[config.mk]
export PLATFORM = sky130hd
export DESIGN_NAME = tft_spi_rx
export DESIGN_NICKNAME = d
export VERILOG_FILES = /design/src/rtl/tft_spi_pkg.sv /design/src/rtl/tft_spi_rx_fifo.sv /design/src/rtl/tft_spi_rx.sv
export SDC_FILE = /design/constraint.sdc
export NUM_CORES = 1
export LEC_CHECK = 0
export BUFFER_PORTS_ARGS = -buffer_cell sky130_fd_sc_hd__buf_2
export CAP_MARGIN = 20
export CORE_ASPECT_RATIO = 0.75
export CORE_UTILIZATION = 35
export DETAILED_ROUTE_END_ITERATION = 10
export GPL_ROUTABILITY_DRIVEN = 0
export PLACE_DENSITY_LB_ADDON = 0.25
export SLEW_MARGIN = 20
export SYNTH_ARGS = -nofsm -noshare
export SYNTH_HDL_FRONTEND = slang
export SYNTH_SLANG_ARGS = --single-unit
[constraint.sdc]
create_clock -name MasterCLK -period 1.6 [get_ports MasterCLK]
set_input_delay 0.24 -clock MasterCLK [delete_from_list [all_inputs] [get_ports MasterCLK]]
set_output_delay 0.24 -clock MasterCLK [all_outputs]
set_load 0.01 [all_outputs]
[src/rtl/tft_spi_pkg.sv]
// -----------------------------------------------------------------------------
// tft_spi_pkg
// Shared definitions for the TFT SPI receive endpoint: default word width and
// FIFO depth, register-select encodings and the receive FSM state type.
// -----------------------------------------------------------------------------
package tft_spi_pkg;

    // Bits per SPI word, MSB first on the wire.
    localparam int WORD_BITS  = 16;

    // Receive FIFO entries when the FIFO build is selected (power of 2).
    localparam int FIFO_DEPTH = 4;

    // Register-select encodings carried alongside each received word.
    localparam logic RS_CMD  = 1'b0;
    localparam logic RS_DATA = 1'b1;

    // Receive FSM: waiting for chip select, or shifting bits of a word.
    typedef enum logic {
        IDLE  = 1'b0,
        SHIFT = 1'b1
    } rx_state_t;

endpackage

[src/rtl/tft_spi_rx_fifo.sv]
// -----------------------------------------------------------------------------
// tft_spi_rx_fifo
// Small synchronous FIFO holding {rs, word} entries for tft_spi_rx. The head
// entry is presented combinationally on pop_data. The caller only pushes when
// there is room (or a pop happens in the same cycle) and only pops when not
// empty; a simultaneous push and pop while full is therefore legal.
//
// Parameters:
//   Width  entry width in bits
//   Depth  number of entries (power of 2, >= 2)
// Ports:
//   clk        system clock, rising edge
//   rst_n      asynchronous active-low reset
//   push       write push_data at the tail
//   push_data  entry to write
//   pop        discard the head entry
//   pop_data   head entry (undefined while empty)
//   full       Depth entries held
//   empty      no entries held
// -----------------------------------------------------------------------------
module tft_spi_rx_fifo #(
    parameter int Width = 17,
    parameter int Depth = 4
) (
    input  logic             clk,
    input  logic             rst_n,
    input  logic             push,
    input  logic [Width-1:0] push_data,
    input  logic             pop,
    output logic [Width-1:0] pop_data,
    output logic             full,
    output logic             empty
);

    localparam int AddrW = (Depth > 1) ? $clog2(Depth) : 1;

    if ((Depth < 2) || ((Depth & (Depth - 1)) != 0)) begin : g_depth_check
        $error("tft_spi_rx_fifo: Depth must be a power of 2 and at least 2");
    end

    logic [AddrW-1:0] wr_ptr;
    logic [AddrW-1:0] rd_ptr;
    logic [AddrW:0]   count;
    logic [Width-1:0] mem [Depth];

    // Pointers wrap naturally because Depth is a power of 2.
    always_ff @(posedge clk or negedge rst_n) begin
        if (!rst_n) begin
            wr_ptr <= '0;
            rd_ptr <= '0;
            count  <= '0;
        end else begin
            if (push) begin
                wr_ptr <= wr_ptr + AddrW'(1);
            end
            if (pop) begin
                rd_ptr <= rd_ptr + AddrW'(1);
            end
            unique case ({push, pop})
                2'b10:   count <= count + (AddrW + 1)'(1);
                2'b01:   count <= count - (AddrW + 1)'(1);
                default: count <= count;
            endcase
        end
    end

    // NOTE: storage has no reset; entries are only observed after being
    // written, and leaving the array unreset lets it map onto plain RAM.
    always_ff @(posedge clk) begin
        if (push) begin
            mem[wr_ptr] <= push_data;
        end
    end

    assign pop_data = mem[rd_ptr];
    assign full     = (count == (AddrW + 1)'(Depth));
    assign empty    = (count == '0);

endmodule

[src/rtl/tft_spi_rx.sv]
// -----------------------------------------------------------------------------
// tft_spi_rx
// Receive-side SPI endpoint for the TFT display link. SPI_CLK, SPI_MOSI,
// SPI_CS and RS are synchronised into the MasterCLK domain, bits are shifted
// in MSB first on SPI_CLK rising edges, and every completed word is offered on
// a valid/ready stream tagged with the RS level (0 = command, 1 = data).
// Several words may be sent back to back under one chip select. Raising CS in
// the middle of a word discards the partial word and pulses frame_abort. A
// completed word that finds the storage full is dropped and sets the sticky
// overflow flag.
//
// Build option:
//   TFT_SPI_RX_FIFO_EN  defined   -> FifoDepth-entry receive FIFO
//                       undefined -> single holding register (FifoDepth unused)
//
// Parameters:
//   WordBits   bits per SPI word
//   FifoDepth  receive FIFO entries (FIFO build only, power of 2)
// Ports:
//   MasterCLK    system clock, all logic on rising edge
//   RST_N        asynchronous active-low reset
//   SPI_CLK      serial clock from the master (asynchronous)
//   SPI_MOSI     serial data, sampled on SPI_CLK rising edge
//   SPI_CS       chip select, active low
//   RS           register select level for the current word
//   rx_word      received word
//   rx_rs        RS captured with rx_word
//   rx_valid     rx_word/rx_rs valid
//   rx_ready     consumer accepts when rx_valid & rx_ready
//   ovf_clr      synchronous clear of overflow
//   overflow     sticky: a completed word was dropped
//   frame_abort  one-cycle pulse: CS rose mid-word
// -----------------------------------------------------------------------------
module tft_spi_rx
    import tft_spi_pkg::*;
#(
    parameter int WordBits  = WORD_BITS,
    parameter int FifoDepth = FIFO_DEPTH
) (
    input  logic                MasterCLK,
    input  logic                RST_N,
    input  logic                SPI_CLK,
    input  logic                SPI_MOSI,
    input  logic                SPI_CS,
    input  logic                RS,
    output logic [WordBits-1:0] rx_word,
    output logic                rx_rs,
    output logic                rx_valid,
    input  logic                rx_ready,
    input  logic                ovf_clr,
    output logic                overflow,
    output logic                frame_abort
);

    localparam int CntW = (WordBits > 2) ? $clog2(WordBits) : 1;
    localparam logic [CntW-1:0] LastBit = CntW'(WordBits - 1);

    if (WordBits < 2) begin : g_word_check
        $error("tft_spi_rx: WordBits must be at least 2");
    end

    if (FifoDepth < 1) begin : g_depth_check
        $error("tft_spi_rx: FifoDepth must be positive");
    end

    // -------------------------------------------------------------------------
    // Input synchronisers. Idle levels are used as reset values so a pin that
    // is already at its idle level after reset never looks like an edge.
    // -------------------------------------------------------------------------
    logic [2:0] sclk_q;     // [0],[1] synchroniser, [2] edge-detect history
    logic [1:0] cs_q;
    logic [1:0] mosi_q;
    logic [1:0] rs_q;
    logic       sclk_rise;  // registered, so it lands 3 edges after the pin

    logic cs_sync;
    logic mosi_sync;
    logic rs_sync;

    assign cs_sync   = cs_q[1];
    assign mosi_sync = mosi_q[1];
    assign rs_sync   = rs_q[1];

    // NOTE: every register here uses non-blocking assignment so each flop
    // samples the pre-edge value of its neighbour; blocking assignment would
    // collapse the two-stage synchroniser into a single stage.
    always_ff @(posedge MasterCLK or negedge RST_N) begin
        if (!RST_N) begin
            sclk_q    <= 3'b111;
            cs_q      <= 2'b11;
            mosi_q    <= 2'b00;
            rs_q      <= {2{RS_CMD}};
            sclk_rise <= 1'b0;
        end else begin
            sclk_q    <= {sclk_q[1:0], SPI_CLK};
            cs_q      <= {cs_q[0], SPI_CS};
            mosi_q    <= {mosi_q[0], SPI_MOSI};
            rs_q      <= {rs_q[0], RS};
            sclk_rise <= sclk_q[1] & ~sclk_q[2];
        end
    end

    // -------------------------------------------------------------------------
    // Receive FSM
    // -------------------------------------------------------------------------
    rx_state_t           state;
    rx_state_t           state_next;
    logic [CntW-1:0]     bit_cnt;
    logic [WordBits-1:0] shift_reg;
    logic                shift_en;
    logic                cnt_clr;
    logic                push;
    logic                abort_next;
    logic [WordBits:0]   push_data;   // {rs, word}

    // The final bit goes straight into the pushed word, so the word is stored
    // on the same edge that shifts its last bit.
    assign push_data = {rs_sync, shift_reg[WordBits-2:0], mosi_sync};

    // NOTE: every output of this block is given a default before the case so
    // no path leaves a signal unassigned, which would otherwise infer a latch.
    always_comb begin
        state_next = state;
        shift_en   = 1'b0;
        cnt_clr    = 1'b0;
        push       = 1'b0;
        abort_next = 1'b0;
        unique case (state)
            IDLE: begin
                cnt_clr = 1'b1;
                if (!cs_sync) begin
                    state_next = SHIFT;
                end
            end
            SHIFT: begin
                if (cs_sync) begin
                    // CS rising ends the frame; clock edges seen with CS high
                    // are ignored, and a partially shifted word is dropped.
                    state_next = IDLE;
                    cnt_clr    = 1'b1;
                    abort_next = (bit_cnt != '0);
                end else if (sclk_rise) begin
                    shift_en = 1'b1;
                    push     = (bit_cnt == LastBit);
                end
            end
            default: begin
                state_next = IDLE;
                cnt_clr    = 1'b1;
            end
        endcase
    end

    always_ff @(posedge MasterCLK or negedge RST_N) begin
        if (!RST_N) begin
            state       <= IDLE;
            bit_cnt     <= '0;
            shift_reg   <= '0;
            frame_abort <= 1'b0;
        end else begin
            state       <= state_next;
            frame_abort <= abort_next;
            if (cnt_clr) begin
                bit_cnt <= '0;
            end else if (shift_en) begin
                // Wrap after the last bit so back-to-back words need no gap.
                bit_cnt <= (bit_cnt == LastBit) ? '0 : bit_cnt + CntW'(1);
            end
            if (shift_en) begin
                shift_reg <= {shift_reg[WordBits-2:0], mosi_sync};
            end
        end
    end

    // -------------------------------------------------------------------------
    // Word storage and overflow
    // -------------------------------------------------------------------------
    logic drop;   // a completed word found no room

`ifdef TFT_SPI_RX_FIFO_EN

    logic              fifo_full;
    logic              fifo_empty;
    logic              fifo_pop;
    logic              fifo_push;
    logic [WordBits:0] fifo_head;

    // A pop in the same cycle frees the slot, so a full FIFO still accepts.
    assign fifo_pop  = ~fifo_empty & rx_ready;
    assign drop      = push & fifo_full & ~fifo_pop;
    assign fifo_push = push & ~drop;

    tft_spi_rx_fifo #(
        .Width (WordBits + 1),
        .Depth (FifoDepth)
    ) u_fifo (
        .clk       (MasterCLK),
        .rst_n     (RST_N),
        .push      (fifo_push),
        .push_data (push_data),
        .pop       (fifo_pop),
        .pop_data  (fifo_head),
        .full      (fifo_full),
        .empty     (fifo_empty)
    );

    // Gate the head so the outputs read zero while nothing is held.
    assign rx_valid         = ~fifo_empty;
    assign {rx_rs, rx_word} = fifo_empty ? '0 : fifo_head;

`else

    logic [WordBits-1:0] hold_word;
    logic                hold_rs;
    logic                hold_valid;

    // The register is free if empty or being consumed this cycle.
    assign drop = push & hold_valid & ~rx_ready;

    always_ff @(posedge MasterCLK or negedge RST_N) begin
        if (!RST_N) begin
            hold_word  <= '0;
            hold_rs    <= 1'b0;
            hold_valid <= 1'b0;
        end else if (push && !drop) begin
            hold_word  <= push_data[WordBits-1:0];
            hold_rs    <= push_data[WordBits];
            hold_valid <= 1'b1;
        end else if (hold_valid && rx_ready) begin
            hold_valid <= 1'b0;
        end
    end

    assign rx_valid = hold_valid;
    assign rx_word  = hold_word;
    assign rx_rs    = hold_rs;

`endif

    // A drop outranks a clear in the same cycle so no lost word goes unseen.
    always_ff @(posedge MasterCLK or negedge RST_N) begin
        if (!RST_N) begin
            overflow <= 1'b0;
        end else begin
            overflow <= drop | (overflow & ~ovf_clr);
        end
    end

endmodule

# Word level (Yosys, flattened, before mapping)
# Index checks and enable logic that the tools add are counted.
# totals
input_bits	8
output_inout_bits	20
register_bits	50
# classes
bitwise	9
n_eq_ne	1
reduce_logical	6
add_sub_neg	1
mux	16
# ops
operator	count
$mux W1	12
$mux W4	3
$add A4 B1 Y4 const B	1
$and A1 B1 Y1	4
$eq A4 B4 Y1 const B	1
$not A1 Y1	4
$reduce_bool A2 Y1	2
$reduce_bool A4 Y1	1
$logic_and A1 B1 Y1	2
$pmux W1 S2	1
$logic_not A1 Y1	1
$or A1 B1 Y1	1

# Depth between registers and ports, before layout
# depth
depth_word	9
ltp_mapped	5

# Worst setup path after synthesis
# No wires, ideal clock.
# synth_timing
path_type	register to register
from	register bit_cnt[0]
to	register hold_rs, in the netlist rx_rs
required_time_ns	1.473
arrival_time_ns	1.649
n_path_buf	1
stages_incl_launch_ff	6
synth_period_minus_slack_ns	1.776
setup_ns	0.127
path_slack_ns	-0.176
cell_sequence	dfrtp_1 ha_1 nand2_1 nor4b_4 buf_6 mux2_1
# synth_via
elab_chain_len	8
# synth_rtl
item	line	rtl
start: declaration	tft_spi_rx.sv:108	logic [CntW-1:0] bit_cnt;
start signal: assignment	tft_spi_rx.sv:167	bit_cnt <= (bit_cnt == LastBit) ? '0 : bit_cnt + CntW'(1);
$eq A4 B4 Y1 *	tft_spi_rx.sv:144	push = (bit_cnt == LastBit);
$mux W1 *	tft_spi_rx.sv:142	end else if (sclk_rise) begin
$mux W1 *	tft_spi_rx.sv:136	if (cs_sync) begin
$mux W1 *	tft_spi_rx.sv:128	unique case (state)
$and A1 B1 Y1 (2 in a row)	tft_spi_rx.sv:218	assign drop = push & hold_valid & ~rx_ready;
$logic_not A1 Y1	tft_spi_rx.sv:225	end else if (push && !drop) begin
$logic_and A1 B1 Y1 *	tft_spi_rx.sv:225	
end signal: assignment	tft_spi_rx.sv:227	hold_rs <= push_data[WordBits];
end: declaration	tft_spi_rx.sv:214	logic hold_rs;
# Mark *: on every way between the ends. The rest lies on a longest branch, timed or not.
# A chain may end at the register's enable or synchronous reset.

# Worst setup path after layout
# layout_timing
from	register bit_cnt[0]
to	register hold_word[8], in the netlist rx_word[8]
# layout_via
elab_chain_len	8
# layout_rtl
item	line	rtl
$eq A4 B4 Y1 *	tft_spi_rx.sv:144	
$mux W1 *	tft_spi_rx.sv:142	
$mux W1 *	tft_spi_rx.sv:136	
$mux W1 *	tft_spi_rx.sv:128	
$and A1 B1 Y1 (2 in a row)	tft_spi_rx.sv:218	
$logic_not A1 Y1	tft_spi_rx.sv:225	
$logic_and A1 B1 Y1 *	tft_spi_rx.sv:225	
end signal: assignment	tft_spi_rx.sv:226	hold_word <= push_data[WordBits-1:0];
end: declaration	tft_spi_rx.sv:213	logic [WordBits-1:0] hold_word;
# Marked as above.

==> metrics.md <==
| Metric | Value |
|---|---|
| Status | finished, violations left |
| Failing checks | negative setup slack |
| Comb power frac | 0.051 |
| Sw frac | 0.2331 |
| Syn. warnings | 0 |
| Worst path bufs/invs | 2 |
| CP peak stage delay | 0.37 ns |
| Dpl ws | -0.01865 ns |
| Max reg flops | 16 |
| Post-DP Area | 2143 sq um |
| Worst setup path category | reg2reg |
| Crit path launch | bit_cnt[0] |
| Grt total ovfl | 0 |
| Overall global routing resource usage | 0.1186 |
| Hold Path Class | in2reg |
| Final Skew | 0.008792 ns |
| Synth Instances | 117 |
| Die W | 85.82 um |
| RSZ-0062 raised after global routing | true |
| # diodes | 0 |
| Top-area cell type share of the netlist area | 0.6106 |
| Final wirelength | 3.010 mm |
| Syn avg cell area | 15.76 sq um |
| Critical path's top delay family | flip-flops |
| CP startpoint kind | flop |
| NetSw | 517.4 uW |
| CTS H-Tree Depth | 2 |
| Seq cells post-synth | 50 |
| Hold Crit Start | SPI_CLK |
| Fmax | 611.8 MHz |
| Worst-skew pair later-pin latency | 0.30 ns |
| Critical Path Sink Type | flop |
| Peak fanout along the critical path | 8 |
| CTS tree | built |
| Most frequent cells in the layout | 45 x dfrtp_1, 27 x buf_2, 18 x mux2_2 |
| Mux cell area share after synthesis | 0.2008 |
| Proportion of layout cells with a drive suffix above 1 | 0.5063 |
| Layout net count | 169 |
| Worst EP required | 1.79 ns |
| Global-route wire length before repair | 4.892 mm |
| Setup slack after layout | -0.03451 ns |
| Final Power | 2220 uW |
| CP max stage cell | dfrtp_1 |
| Post-synthesis xor/xnor area fraction | 0.004749 |
| Critical R2R Launch | bit_cnt[0] |
| Post-synth top area cell | dfrtp_1 |
| Post-synthesis sequential area ratio | 0.6818 |
| Root buffer selected by CTS | clkbuf_8 |
| Count of flip-flops with a built-in enable after synthesis | 0 |
| Vias in the first global route | 999 |
| Critical path arrival | 1.83 ns |
| Final ANT Viol Nets | 0 |
| Compound-gate portion of the synthesized area | 0.01696 |
| Final number of setup-violating endpoints | 14 |
| DP HPWL | 1.885 mm |
| Synth area leaders | dfrtp_1 61%, mux2_2 13%, dfstp_2 7.1% |
| CP Cell Sequence | ha_2, nand2_2, nor4b_4, buf_4, clkbuf_16, mux2_2 |
| Final hold vios | 0 |
| Top FF cell, synth | dfrtp_1 |
| Final Core Density | 0.4656 |
| Core ar. | 4982 sq um |
| Via-to-Cell Ratio | 4.440 |
| Placement row count | 22 |
| Drt first pass iters | 4 |
| DRC | 0 |
| Seq pwr share | 0.617 |
| Internal | 1703 uW |
| FFs w/ async S/R, synth | 1.000 |
| Leakage Power | 0.001178 uW |
| Clk buf depth | 2 |
| Final instance area | 2320 sq um |
| Initial antenna violation count | 0 |
| DR iter-0 viols | 42 |
| Worst-Margin Slew | 0.2623 ns |
| Number of max-cap violations | 0 |
| Layout overhead on the synthesized area | 25.78% |
| I/O pins | 28 |
| Synth Area in Adders | 0.01357 |
| Post-Synthesis Cell Area | 1844 sq um |
| Die Y | 64.87 um |
| Hold Slack | 0.03001 ns |
| CTS Buf Count | 5 |
| Simple-gate portion of the synthesized area | 0.06242 |
| Routed vias | 1030 |
| Starting density of the core | 0.3702 |
| Crit share post-route | 1.022 |
| Syn nets | 127 |
| Most common cell after layout, fill and taps aside | dfrtp_1 |
| Max-slew violations | 0 |
| Clock power share | 0.333 |
| Largest family of logic cells by synthesized area | multiplexers |
| WL per Instance | 12.97 um |
| Clock Sink Count | 50 |
| Cell Pwr Density | 957.0 nW/um^2 |
| IO buf count | 27 |
| Peak supply drop | 436.2 uV |
| Clk slew on worst S/H paths | 0.09 ns |
| Die area | 5567 sq um |
| Largest net degree at the start of global routing | 51 |
| Slew HR | 0.8252 |
| Post-synthesis cell type count | 22 |
| Post-layout min period | 1.635 ns |
cells by family (layout without fill, tap and decap cells):
group | Yosys count | in the layout
xor gates and xnor gates | 1 | 1
and+or+nand+nor | 18 | 18
buffers and inverters | 7 | 50
DFF | 50 | 50
muxes | 33 | 33
AOI/OAI and AO/OA | 6 | 6
adders and majority gates | 2 | 2
final cells by class:
type | count | area [sq um]
Clock buffer | 5 | 68.82
Clock inverter | 3 | 23.77
Fill cell | 457 | 2663
Inverter | 4 | 15.01
Multi-Input combinational cell | 60 | 589.3
Sequential cell | 50 | 1257
Tap cell | 72 | 90.09
Timing Repair Buffer | 38 | 275.3
power groups by stage:
stage / sequential (uW) / combinational, uW / clock [uW]
finish: 1370 / 112 / 739
global route: 1380 / 127 / 828
CTS: 1370 / 115 / 773
detailed placement: 1390 / 113 / 0
global placement: 1390 / 108 / 0
floorplan: 1380 / 59.6 / 0
synthesized netlist by cell type (all sizes together) (2+ instances only):
master,instances
a21oi,4
buf,3
dfrtp,45
dfstp,5
ha,2
inv,4
mux2,32
nand2,5
nand2b,3
nand3,3
nor2,3
path summary, 6_finish.rpt:
path | end | slack [ns] | cells past startpoint
worst max-delay path | rx_word[8] | -0.03 | 6
worst min-delay path | sclk_q[0] | 0.03 | 1
worst max register to register | rx_word[8] | -0.03 | 6
worst min register to register | mosi_q[1] | 0.36 | 0
max in group asynchronous | cs_q[0] | 0.89 | 3
min in group asynchronous | rx_word[0] | 0.44 | 3
stage by stage:
step	instances	TNS, ns
2_1_floorplan	117	-1.771
3_3_place_gp	220	0
3_5_place_dp	220	-0.03192
4_1_cts	229	-0.2478
5_1_grt	232	-1.402
6_report	232	-0.2364
metal layers:
| layer | vias to the layer above | part of all wire | track usage |
|---|---|---|---|
| li1 | 483 | - | - |
| met1 | 527 | 0.46 | 0.1544 |
| met2 | 16 | 0.49 | 0.1770 |
| met3 | 4 | 0.042 | 0.05350 |
| met4 | 0 | 0.011 | 0.03750 |
| met5 | - | 0 | 0 |
repair_timing:
action,CTS,global route
setup buffers,0,2
cloned,0,1
endpoints found under the hold margin,45,0
gates resized for setup,1,8
hold buffers,1,0
endpoints found under the setup margin,17,17
pin swaps,0,1
(Power assumes the default switching activity.)
